==> src/rtl/multi_port_cam_regfile_pkg.sv <==
// Shared sizing helpers for the multi-port CAM register file.
package multi_port_cam_regfile_pkg;

  localparam int unsigned DEF_ENTRY_WIDTH    = 8;
  localparam int unsigned DEF_NUM_ENTRY      = 4;
  localparam int unsigned DEF_NUM_READ_PORT  = 2;

  function automatic int unsigned index_width(input int unsigned num_entry);
    return (num_entry < 2) ? 1 : $clog2(num_entry);
  endfunction

  // LSB of port `port` inside a flat vector packed `width` bits per port.
  function automatic int unsigned port_lsb(input int unsigned port, input int unsigned width);
    return port * width;
  endfunction

endpackage

==> src/rtl/multi_port_cam_regfile_if.sv <==
// Read/write/invalidate/CAM bus of the multi-port CAM register file.
interface multi_port_cam_regfile_if
  import multi_port_cam_regfile_pkg::*;
#(
  parameter int unsigned SINGLE_ENTRY_WIDTH_IN_BITS = DEF_ENTRY_WIDTH,
  parameter int unsigned NUM_ENTRY                  = DEF_NUM_ENTRY,
  parameter int unsigned NUM_READ_PORT              = DEF_NUM_READ_PORT
);
  localparam int unsigned W     = SINGLE_ENTRY_WIDTH_IN_BITS;
  localparam int unsigned IDX_W = index_width(NUM_ENTRY);

  logic [NUM_READ_PORT-1:0]           read_en_in;
  logic [NUM_READ_PORT*NUM_ENTRY-1:0] read_entry_addr_decoded_in;
  logic [NUM_READ_PORT*W-1:0]         read_entry_out;
  logic [NUM_READ_PORT-1:0]           read_valid_out;
  logic                               write_en_in;
  logic [NUM_ENTRY-1:0]               write_entry_addr_decoded_in;
  logic [W-1:0]                       write_entry_in;
  logic                               invalidate_en_in;
  logic [NUM_ENTRY-1:0]               invalidate_entry_addr_decoded_in;
  logic                               cam_en_in;
  logic [W-1:0]                       cam_entry_in;
  logic [W-1:0]                       cam_mask_in;
  logic [NUM_ENTRY-1:0]               cam_result_decoded_out;
  logic                               cam_hit_out;
  logic [IDX_W-1:0]                   cam_hit_index_out;
  logic [NUM_ENTRY-1:0]               entry_valid_out;

  modport master (
    output read_en_in, read_entry_addr_decoded_in, write_en_in, write_entry_addr_decoded_in,
           write_entry_in, invalidate_en_in, invalidate_entry_addr_decoded_in,
           cam_en_in, cam_entry_in, cam_mask_in,
    input  read_entry_out, read_valid_out, cam_result_decoded_out, cam_hit_out,
           cam_hit_index_out, entry_valid_out
  );

  modport slave (
    input  read_en_in, read_entry_addr_decoded_in, write_en_in, write_entry_addr_decoded_in,
           write_entry_in, invalidate_en_in, invalidate_entry_addr_decoded_in,
           cam_en_in, cam_entry_in, cam_mask_in,
    output read_entry_out, read_valid_out, cam_result_decoded_out, cam_hit_out,
           cam_hit_index_out, entry_valid_out
  );
endinterface

==> src/rtl/multi_port_cam_regfile_entry.sv <==
// One storage entry: data + valid flops, write-over-invalidate priority, masked compare.
module regfile_cam_entry #(
  parameter int unsigned WIDTH = 8
) (
  input  logic             clk_in,
  input  logic             reset_in,
  input  logic             write_en_in,
  input  logic             invalidate_en_in,
  input  logic [WIDTH-1:0] write_data_in,
  input  logic [WIDTH-1:0] cam_key_in,
  input  logic [WIDTH-1:0] cam_mask_in,
  output logic [WIDTH-1:0] data_out,
  output logic             valid_out,
  output logic             match_out
);
  logic [WIDTH-1:0] data_q, data_d;
  logic             valid_q, valid_d;

  always_comb begin
    data_d  = data_q;
    valid_d = valid_q;
    if (write_en_in) begin
      data_d  = write_data_in;
      valid_d = 1'b1;
    end else if (invalidate_en_in) begin
      valid_d = 1'b0;
    end
  end

  always_ff @(posedge clk_in or negedge reset_in) begin
    if (!reset_in) begin
      data_q  <= '0;
      valid_q <= 1'b0;
    end else begin
      data_q  <= data_d;
      valid_q <= valid_d;
    end
  end

  // Compare against current (pre-update) state.
  assign match_out = valid_q & (((data_q ^ cam_key_in) & cam_mask_in) == '0);
  assign data_out  = data_q;
  assign valid_out = valid_q;
endmodule

==> src/rtl/multi_port_cam_regfile.sv <==
// Multi-read-port register file with masked CAM search, valid bits and optional write bypass.
module multi_port_cam_regfile
  import multi_port_cam_regfile_pkg::*;
#(
  parameter int unsigned SINGLE_ENTRY_WIDTH_IN_BITS = DEF_ENTRY_WIDTH,
  parameter int unsigned NUM_ENTRY                  = DEF_NUM_ENTRY,
  parameter int unsigned NUM_READ_PORT              = DEF_NUM_READ_PORT,
  parameter int unsigned WRITE_BYPASS               = 1
) (
  input logic                     clk_in,
  input logic                     reset_in,
  multi_port_cam_regfile_if.slave bus
);
  localparam int unsigned W     = SINGLE_ENTRY_WIDTH_IN_BITS;
  localparam int unsigned N     = NUM_ENTRY;
  localparam int unsigned P     = NUM_READ_PORT;
  localparam int unsigned IDX_W = index_width(N);

  logic [N-1:0][W-1:0] entry_data;
  logic [N-1:0]        entry_valid, entry_match, write_sel, inval_sel;
  logic [N-1:0][W-1:0] src_data;
  logic [N-1:0]        src_valid;
  logic [N-1:0]        rd_sel;

  logic [P-1:0][W-1:0] read_data_q, read_data_d;
  logic [P-1:0]        read_valid_q, read_valid_d;
  logic [N-1:0]        cam_result_q, cam_result_d;
  logic                cam_hit_q, cam_hit_d;
  logic [IDX_W-1:0]    cam_idx_q, cam_idx_d, match_idx;

  assign write_sel = {N{bus.write_en_in}} & bus.write_entry_addr_decoded_in;
  assign inval_sel = {N{bus.invalidate_en_in}} & bus.invalidate_entry_addr_decoded_in;

  for (genvar gi = 0; gi < N; gi++) begin : g_entry
    regfile_cam_entry #(.WIDTH(W)) u_entry (
      .clk_in           (clk_in),
      .reset_in         (reset_in),
      .write_en_in      (write_sel[gi]),
      .invalidate_en_in (inval_sel[gi]),
      .write_data_in    (bus.write_entry_in),
      .cam_key_in       (bus.cam_entry_in),
      .cam_mask_in      (bus.cam_mask_in),
      .data_out         (entry_data[gi]),
      .valid_out        (entry_valid[gi]),
      .match_out        (entry_match[gi])
    );
  end

  always_comb begin
    src_data  = entry_data;
    src_valid = entry_valid;
    if (WRITE_BYPASS != 0) begin
      for (int unsigned i = 0; i < N; i++) begin
        if (write_sel[i]) begin
          src_data[i]  = bus.write_entry_in;
          src_valid[i] = 1'b1;
        end
      end
    end
  end

  // Multi-hot read: OR of data, AND of valid; zero-hot yields 0/0.
  always_comb begin
    read_data_d  = read_data_q;
    read_valid_d = read_valid_q;
    rd_sel       = '0;
    for (int unsigned p = 0; p < P; p++) begin
      if (bus.read_en_in[p]) begin
        rd_sel          = bus.read_entry_addr_decoded_in[port_lsb(p, N) +: N];
        read_data_d[p]  = '0;
        read_valid_d[p] = |rd_sel;
        for (int unsigned i = 0; i < N; i++) begin
          if (rd_sel[i]) begin
            read_data_d[p]  = read_data_d[p] | src_data[i];
            read_valid_d[p] = read_valid_d[p] & src_valid[i];
          end
        end
      end
    end
  end

  always_comb begin
    match_idx = '0;
    for (int unsigned i = 0; i < N; i++) begin
      if (entry_match[N-1-i]) match_idx = IDX_W'(N-1-i);
    end
    cam_result_d = cam_result_q;
    cam_hit_d    = cam_hit_q;
    cam_idx_d    = cam_idx_q;
    if (bus.cam_en_in) begin
      cam_result_d = entry_match;
      cam_hit_d    = |entry_match;
      cam_idx_d    = match_idx;
    end
  end

  always_ff @(posedge clk_in or negedge reset_in) begin
    if (!reset_in) begin
      read_data_q  <= '0;
      read_valid_q <= '0;
      cam_result_q <= '0;
      cam_hit_q    <= 1'b0;
      cam_idx_q    <= '0;
    end else begin
      read_data_q  <= read_data_d;
      read_valid_q <= read_valid_d;
      cam_result_q <= cam_result_d;
      cam_hit_q    <= cam_hit_d;
      cam_idx_q    <= cam_idx_d;
    end
  end

  assign bus.read_entry_out         = read_data_q;
  assign bus.read_valid_out         = read_valid_q;
  assign bus.cam_result_decoded_out = cam_result_q;
  assign bus.cam_hit_out            = cam_hit_q;
  assign bus.cam_hit_index_out      = cam_idx_q;
  assign bus.entry_valid_out        = entry_valid;
endmodule

==> src/flat_wrapper.sv <==
// flat-port wrapper written by rule: the top's interface ports become plain ports
module multi_port_cam_regfile_flat import multi_port_cam_regfile_pkg::*;
#(
  parameter int unsigned SINGLE_ENTRY_WIDTH_IN_BITS = DEF_ENTRY_WIDTH,
  parameter int unsigned NUM_ENTRY                  = DEF_NUM_ENTRY,
  parameter int unsigned NUM_READ_PORT              = DEF_NUM_READ_PORT,
  parameter int unsigned WRITE_BYPASS               = 1
)
  (clk_in, reset_in, bus_read_en_in, bus_read_entry_addr_decoded_in, bus_write_en_in, bus_write_entry_addr_decoded_in, bus_write_entry_in, bus_invalidate_en_in, bus_invalidate_entry_addr_decoded_in, bus_cam_en_in, bus_cam_entry_in, bus_cam_mask_in, bus_read_entry_out, bus_read_valid_out, bus_cam_result_decoded_out, bus_cam_hit_out, bus_cam_hit_index_out, bus_entry_valid_out);
  multi_port_cam_regfile_if #(.SINGLE_ENTRY_WIDTH_IN_BITS(SINGLE_ENTRY_WIDTH_IN_BITS), .NUM_ENTRY(NUM_ENTRY), .NUM_READ_PORT(NUM_READ_PORT)) bus_i ();
  input logic clk_in;
  input logic reset_in;
  input wire logic [$bits(bus_i.read_en_in)-1:0] bus_read_en_in;
  input wire logic [$bits(bus_i.read_entry_addr_decoded_in)-1:0] bus_read_entry_addr_decoded_in;
  input wire logic [$bits(bus_i.write_en_in)-1:0] bus_write_en_in;
  input wire logic [$bits(bus_i.write_entry_addr_decoded_in)-1:0] bus_write_entry_addr_decoded_in;
  input wire logic [$bits(bus_i.write_entry_in)-1:0] bus_write_entry_in;
  input wire logic [$bits(bus_i.invalidate_en_in)-1:0] bus_invalidate_en_in;
  input wire logic [$bits(bus_i.invalidate_entry_addr_decoded_in)-1:0] bus_invalidate_entry_addr_decoded_in;
  input wire logic [$bits(bus_i.cam_en_in)-1:0] bus_cam_en_in;
  input wire logic [$bits(bus_i.cam_entry_in)-1:0] bus_cam_entry_in;
  input wire logic [$bits(bus_i.cam_mask_in)-1:0] bus_cam_mask_in;
  output wire logic [$bits(bus_i.read_entry_out)-1:0] bus_read_entry_out;
  output wire logic [$bits(bus_i.read_valid_out)-1:0] bus_read_valid_out;
  output wire logic [$bits(bus_i.cam_result_decoded_out)-1:0] bus_cam_result_decoded_out;
  output wire logic [$bits(bus_i.cam_hit_out)-1:0] bus_cam_hit_out;
  output wire logic [$bits(bus_i.cam_hit_index_out)-1:0] bus_cam_hit_index_out;
  output wire logic [$bits(bus_i.entry_valid_out)-1:0] bus_entry_valid_out;
  assign bus_i.read_en_in = bus_read_en_in;
  assign bus_i.read_entry_addr_decoded_in = bus_read_entry_addr_decoded_in;
  assign bus_i.write_en_in = bus_write_en_in;
  assign bus_i.write_entry_addr_decoded_in = bus_write_entry_addr_decoded_in;
  assign bus_i.write_entry_in = bus_write_entry_in;
  assign bus_i.invalidate_en_in = bus_invalidate_en_in;
  assign bus_i.invalidate_entry_addr_decoded_in = bus_invalidate_entry_addr_decoded_in;
  assign bus_i.cam_en_in = bus_cam_en_in;
  assign bus_i.cam_entry_in = bus_cam_entry_in;
  assign bus_i.cam_mask_in = bus_cam_mask_in;
  assign bus_read_entry_out = bus_i.read_entry_out;
  assign bus_read_valid_out = bus_i.read_valid_out;
  assign bus_cam_result_decoded_out = bus_i.cam_result_decoded_out;
  assign bus_cam_hit_out = bus_i.cam_hit_out;
  assign bus_cam_hit_index_out = bus_i.cam_hit_index_out;
  assign bus_entry_valid_out = bus_i.entry_valid_out;
  multi_port_cam_regfile #(.SINGLE_ENTRY_WIDTH_IN_BITS(SINGLE_ENTRY_WIDTH_IN_BITS), .NUM_ENTRY(NUM_ENTRY), .NUM_READ_PORT(NUM_READ_PORT), .WRITE_BYPASS(WRITE_BYPASS)) u_core (.clk_in(clk_in), .reset_in(reset_in), .bus(bus_i));
endmodule
==> config.mk <==
export PLATFORM = sky130hd
export DESIGN_NAME = multi_port_cam_regfile_flat
export DESIGN_NICKNAME = d
export VERILOG_FILES = /design/src/rtl/multi_port_cam_regfile_pkg.sv /design/src/rtl/multi_port_cam_regfile_if.sv /design/src/rtl/multi_port_cam_regfile_entry.sv /design/src/rtl/multi_port_cam_regfile.sv /design/src/flat_wrapper.sv
export SDC_FILE = /design/constraint.sdc
export NUM_CORES = 1
export LEC_CHECK = 0
export BUFFER_PORTS_ARGS = -buffer_cell sky130_fd_sc_hd__buf_4
export CAP_MARGIN = 20
export CORE_ASPECT_RATIO = 1.25
export CORE_UTILIZATION = 50
export DETAILED_ROUTE_END_ITERATION = 6
export HOLD_SLACK_MARGIN = 0.1
export MAX_ROUTING_LAYER = met4
export PLACE_DENSITY = 0.76
export SLEW_MARGIN = 30
export SYNTH_ARGS = -nofsm -noshare
export SYNTH_HDL_FRONTEND = slang
export SYNTH_SLANG_ARGS = --single-unit
==> constraint.sdc <==
create_clock -name clk_in -period 3.75 [get_ports clk_in]
set_input_delay 0.375 -clock clk_in [delete_from_list [all_inputs] [get_ports clk_in]]
set_output_delay 0.375 -clock clk_in [all_outputs]
set_load 0.01 [all_outputs]
# == After elaboration in Yosys (flattened, before gate mapping) ==
# Cells that the tools add are included.
# totals
regBits,61
# classes
bitwise,28
mux,48
reduce_logical,11
# op_table
cell,n
$mux 8,18
$or 8x8->8,6
$and 8x8->8,4
$logic_not 8->1,4
$xor 8x8->8,4
$mux 1,26
$and 1x1->1,12
$reduce_or 4->1,3
$and 4x4->4,2
$mux 2,4
$reduce_bool 2->1,4

# == Depth between registers and ports, before layout ==
# depth
ltp_word,13
mapped_depth,6

# == By module ==
# A second synthesis with hierarchy kept.
# hier_totals
hier_cells,306
hier_area_um2,3573.4
# by_module_without_submodules
module,seq_area_each_um2,cells_per_inst,instances,area_per_inst_um2
regfile_cam_entry,225.2,33,4,447.9
multi_port_cam_regfile,625.6,174,1,1781.7

# == Worst setup path after synthesis ==
# Ideal clock, no wire load.
# synth_timing
path_kind,input to register
from,input port bus_write_en_in
to,register u_core.read_data_q (netlist bit u_core.bus.read_entry_out[0])
slack_ps,2221
arrival_ps,1388
path_stages,5
setup_time_ps,141
required_time_ps,3609
cell_sequence,buf_2 -> nand2_1 -> mux2_2 -> a22oi_1 -> a31oi_1
# synth_via
elab_chain_cells,12
elab_cells_between_ends,15
classes_between,mux: 11; bitwise: 4
# synth_rtl
element,line_no,text
start: declaration,flat_wrapper.sv:15,input wire logic [$bits(bus_i.write_en_in)-1:0] bus_write_en_in;
$and 4x4->4 (*),multi_port_cam_regfile.sv:31,assign write_sel = {N{bus.write_en_in}} & bus.write_entry_addr_decoded_in;
$mux 8,multi_port_cam_regfile.sv:54,if (write_sel[i]) begin
$mux 8,multi_port_cam_regfile.sv:73,if (rd_sel[i]) begin
$mux 8,multi_port_cam_regfile.sv:68,if (bus.read_en_in[p]) begin
$or 8x8->8,multi_port_cam_regfile.sv:74,read_data_d[p] = read_data_d[p] | src_data[i];
$mux 8,multi_port_cam_regfile.sv:73,
$mux 8,multi_port_cam_regfile.sv:68,
$or 8x8->8,multi_port_cam_regfile.sv:74,
$mux 8,multi_port_cam_regfile.sv:73,
$mux 8,multi_port_cam_regfile.sv:68,
$or 8x8->8,multi_port_cam_regfile.sv:74,
$mux 8 (*),multi_port_cam_regfile.sv:73,
end signal: assignment,multi_port_cam_regfile.sv:105,read_data_q <= read_data_d;
end: declaration,multi_port_cam_regfile.sv:25,"logic [P-1:0][W-1:0] read_data_q, read_data_d;"
# Mark *: on every way between the ends. The rest lies on a longest branch, timed or not. The select of a mux whose other input is x is not followed.
# A chain may end at the register's enable or synchronous reset.

# == Worst setup path in the final report ==
# layout_timing
from,register u_core.g_entry[3].u_entry.data_q[4]
to,"register u_core.cam_idx_q[1], in the netlist u_core.bus.cam_hit_index_out[1]"
# layout_via
elab_chain_cells,8
# layout_rtl
element,line_no,text
start: declaration,multi_port_cam_regfile_entry.sv:16,"logic [WIDTH-1:0] data_q, data_d;"
start signal: assignment,multi_port_cam_regfile_entry.sv:35,data_q <= data_d;
$xor 8x8->8,multi_port_cam_regfile_entry.sv:41,assign match_out = valid_q & (((data_q ^ cam_key_in) & cam_mask_in) == '0);
$and 8x8->8,multi_port_cam_regfile_entry.sv:41,
$logic_not 8->1,multi_port_cam_regfile_entry.sv:41,
$and 1x1->1,multi_port_cam_regfile_entry.sv:41,
$mux 2 (4 in a row),multi_port_cam_regfile.sv:85,if (entry_match[N-1-i]) match_idx = IDX_W'(N-1-i);
end signal: assignment,multi_port_cam_regfile.sv:109,cam_idx_q <= cam_idx_d;
end: declaration,multi_port_cam_regfile.sv:29,"logic [IDX_W-1:0] cam_idx_q, cam_idx_d, match_idx;"
# Every way passes these cells.

==> results.sh <==
export IMPL_syn_area_um2=3100
export IMPL_synth_fp_nets=327
export IMPL_area_delta_synth_final_pct=25.0
export IMPL_grt_pass1_wl_um=12600
export IMPL_io_buffers=75
export IMPL_min_path_type="input pin to asynchronous set/reset pin"
export IMPL_start_util=0.525
export IMPL_post_cts_resized=0
export IMPL_synth_cells=280
export IMPL_syn_area_per_cell_um2=11.1
export IMPL_ios=76
export IMPL_avgViaCountPerCell=5.84
export IMPL_cts_tree="built"
export IMPL_rr_startpoint="u_core.g_entry[3].u_entry.data_out[4]"
export IMPL_report_final_hold_viol_count=0
export IMPL_clock_latency_ns=0.35
export IMPL_wire_per_inst_um=18.1
export IMPL_setup_tns_final_ns=0
export IMPL_nets=395
export IMPL_pwr_density_cell_nw_per_um2=489
export IMPL_core_um2=5900
export IMPL_crit_path_max_fanout=3
export IMPL_ant_nets=0
export IMPL_grt_setup_unrepaired="no"
export IMPL_timing_fmax_mhz=610
export IMPL_track_usage=0.266
export IMPL_root_buffer="clkbuf_8"
export IMPL_hold_buffers=0
export IMPL_yosysUniqueCellTypes=27
export IMPL_wl_um=7850
export IMPL_ys_seq_elements=61
export IMPL_finalMaxSlewViolations=0
export IMPL_worst_ep_arrival_time_ns=1.90
export IMPL_worstMarginPinSlew_ns=0.755
export IMPL_finalClockSkew_ns=0.00588
export IMPL_chipHeight_um=90.0
export IMPL_drt_initial_drc_count=101
export IMPL_cts_buffers=9
export IMPL_max_slew_margin=0.497
export IMPL_yosysWarnings=0
export IMPL_startpoint="u_core.g_entry[3].u_entry.data_out[4]"
export IMPL_finalPower_mw=1.89
export IMPL_crit_type="register to register"
export IMPL_critPathLaunchType="register"
export IMPL_final_cell_mix="75 x buf_4, 61 x dfrtp_1, 39 x a22oi_1"
export IMPL_layoutNonFillerInstCount=434
export IMPL_htreeDepth=3
export IMPL_grt_max_degree=62
export IMPL_numPlacedInstances=419
export IMPL_first_global_vias=2498
export IMPL_yosysSeqAreaShare=0.493
export IMPL_row_count=31
export IMPL_power_leakage_nw=1.74
export IMPL_die_area_um2=6510
export IMPL_firstDrtPassIters=5
export IMPL_cap_violations=0
export IMPL_postCtsSetupBuffers=0
export IMPL_clk_pin_slew_worst_paths_ns=0.07
export IMPL_drcViolationCount=0
export IMPL_gp_congestion=0.841
export IMPL_dpl_hpwl_um=5870
export IMPL_end_kind="register"
export IMPL_setup_viol=0
export IMPL_final_common_cell="buf_4"
export IMPL_drive_above_1_share=0.366
export IMPL_post_route_period_util=0.437
export IMPL_fin_crit_ns=1.64
export IMPL_grt_overflow=0
export IMPL_die_w_um=72.4
export IMPL_critPathRequiredTime_ns=4.01
export IMPL_cts_buffer_depth=2
export IMPL_outcome="finished, final reports clean"
export IMPL_cts_sinks=61
export IMPL_diodes=0
export IMPL_ir_drop_mv=0.234
export IMPL_num_vias=2534
export IMPL_antenna_found_initial=0
## worst max-delay path: stages, from the launching register on
cell      delay [ns]
dfrtp_1         0.39
xor2_1          0.16
a22o_1          0.24
a221oi_2        0.24
and4_4          0.29
nor2_2          0.05
o32ai_2         0.18
## path summary, 6_finish.rpt
path | slack [ns] | end | depth (start not counted)
max | 2.11 | u_core.bus.cam_hit_index_out[1] | 6
max in group asynchronous | 3.16 | u_core.bus.cam_result_decoded_out[0] | 1
min in group clk_in | 0.28 | u_core.bus.cam_hit_index_out[1] | 2
max reg2reg | 2.11 | u_core.bus.cam_hit_index_out[1] | 6
min reg2reg | 0.49 | u_core.bus.cam_result_decoded_out[0] | 1
min | 0.1 | u_core.bus.cam_hit_index_out[1] | 1
## flip-flops by register name (all words and copies together) (netlist names)
register                           cells
u_core.g_entry.u_entry.valid_out       4
u_core.bus.cam_hit_out                 1
u_core.bus.read_entry_out             16
u_core.g_entry.u_entry.data_out       32
u_core.bus.read_valid_out              2
u_core.bus.cam_result_decoded_out      4
u_core.bus.cam_hit_index_out           2
## cells in the mapped netlist (all sizes together)
master / count / share of area
nand4: 4 / 0.0081
o32ai: 1 / 0.0053
o21ai: 3 / 0.0061
a22o: 2 / 0.0057
nor2: 20 / 0.025
o22ai: 1 / 0.0020
buf: 5 / 0.011
dfrtp: 61 / 0.49
a221oi: 2 / 0.0097
and4: 2 / 0.0065
or2: 1 / 0.0020
a21oi: 8 / 0.013
inv: 5 / 0.0061
o21a: 1 / 0.0024
a222oi: 3 / 0.0097
nand2: 24 / 0.030
xor2: 32 / 0.091
a22oi: 39 / 0.095
clkbuf: 13 / 0.016
mux2: 35 / 0.13
a31oi: 16 / 0.032
nor4: 2 / 0.0040
## cell type report
cell class | instances | area [um2]
repair buffers | 75 | 563
flip-flops and latches | 61 | 1530
clock buffers | 14 | 163
inverters | 5 | 18.8
clock inverters | 1 | 30.0
multi-input cells | 196 | 1470
fillers | 500 | 2020
well taps | 82 | 103
## per-stage QoR
| step | util | hold slack (ns) | area, um2 | worst slack [ns] |
|---|---|---|---|---|
| after global routing | 0.657 | 0.160 | 3870 | 2.08 |
| after global placement | 0.624 | 0.466 | 3680 | 2.00 |
| after CTS | 0.657 | 0.128 | 3870 | 2.11 |
| after detailed placement | 0.624 | 0.477 | 3680 | 1.99 |
| after floorplan | - | 0.0794 | 3100 | 2.22 |
| final | 0.657 | 0.0978 | 3870 | 2.11 |
## kinds of logic (layout without fill, tap and decap cells)
group	Yosys count	in the layout	synth area share
AO/OA/AOI/OAI	76	76	0.181
flip-flops	61	61	0.493
AND/OR/NAND/NOR	53	53	0.0756
multiplexers	35	35	0.127
XOR/XNOR	32	32	0.0905
buffers and inverters	23	95	0.0331
## metal layers
layer	share of wire	vias up	wire, um	GRT usage
li1	-	1165	-	-
met1	0.42	1214	3290	0.347
met2	0.49	135	3810	0.408
met3	0.071	20	556	0.0381
met4	0.024	0	190	0.119
met5	0	-	0	-
## power by group
| part | switching (mW) | internal (mW) |
|---|---|---|
| combinational | 0.244 | 0.237 |
| sequential | 0.0675 | 0.758 |
| clock | 0.245 | 0.341 |
No activity file was read; power rests on OpenSTA's default activity.
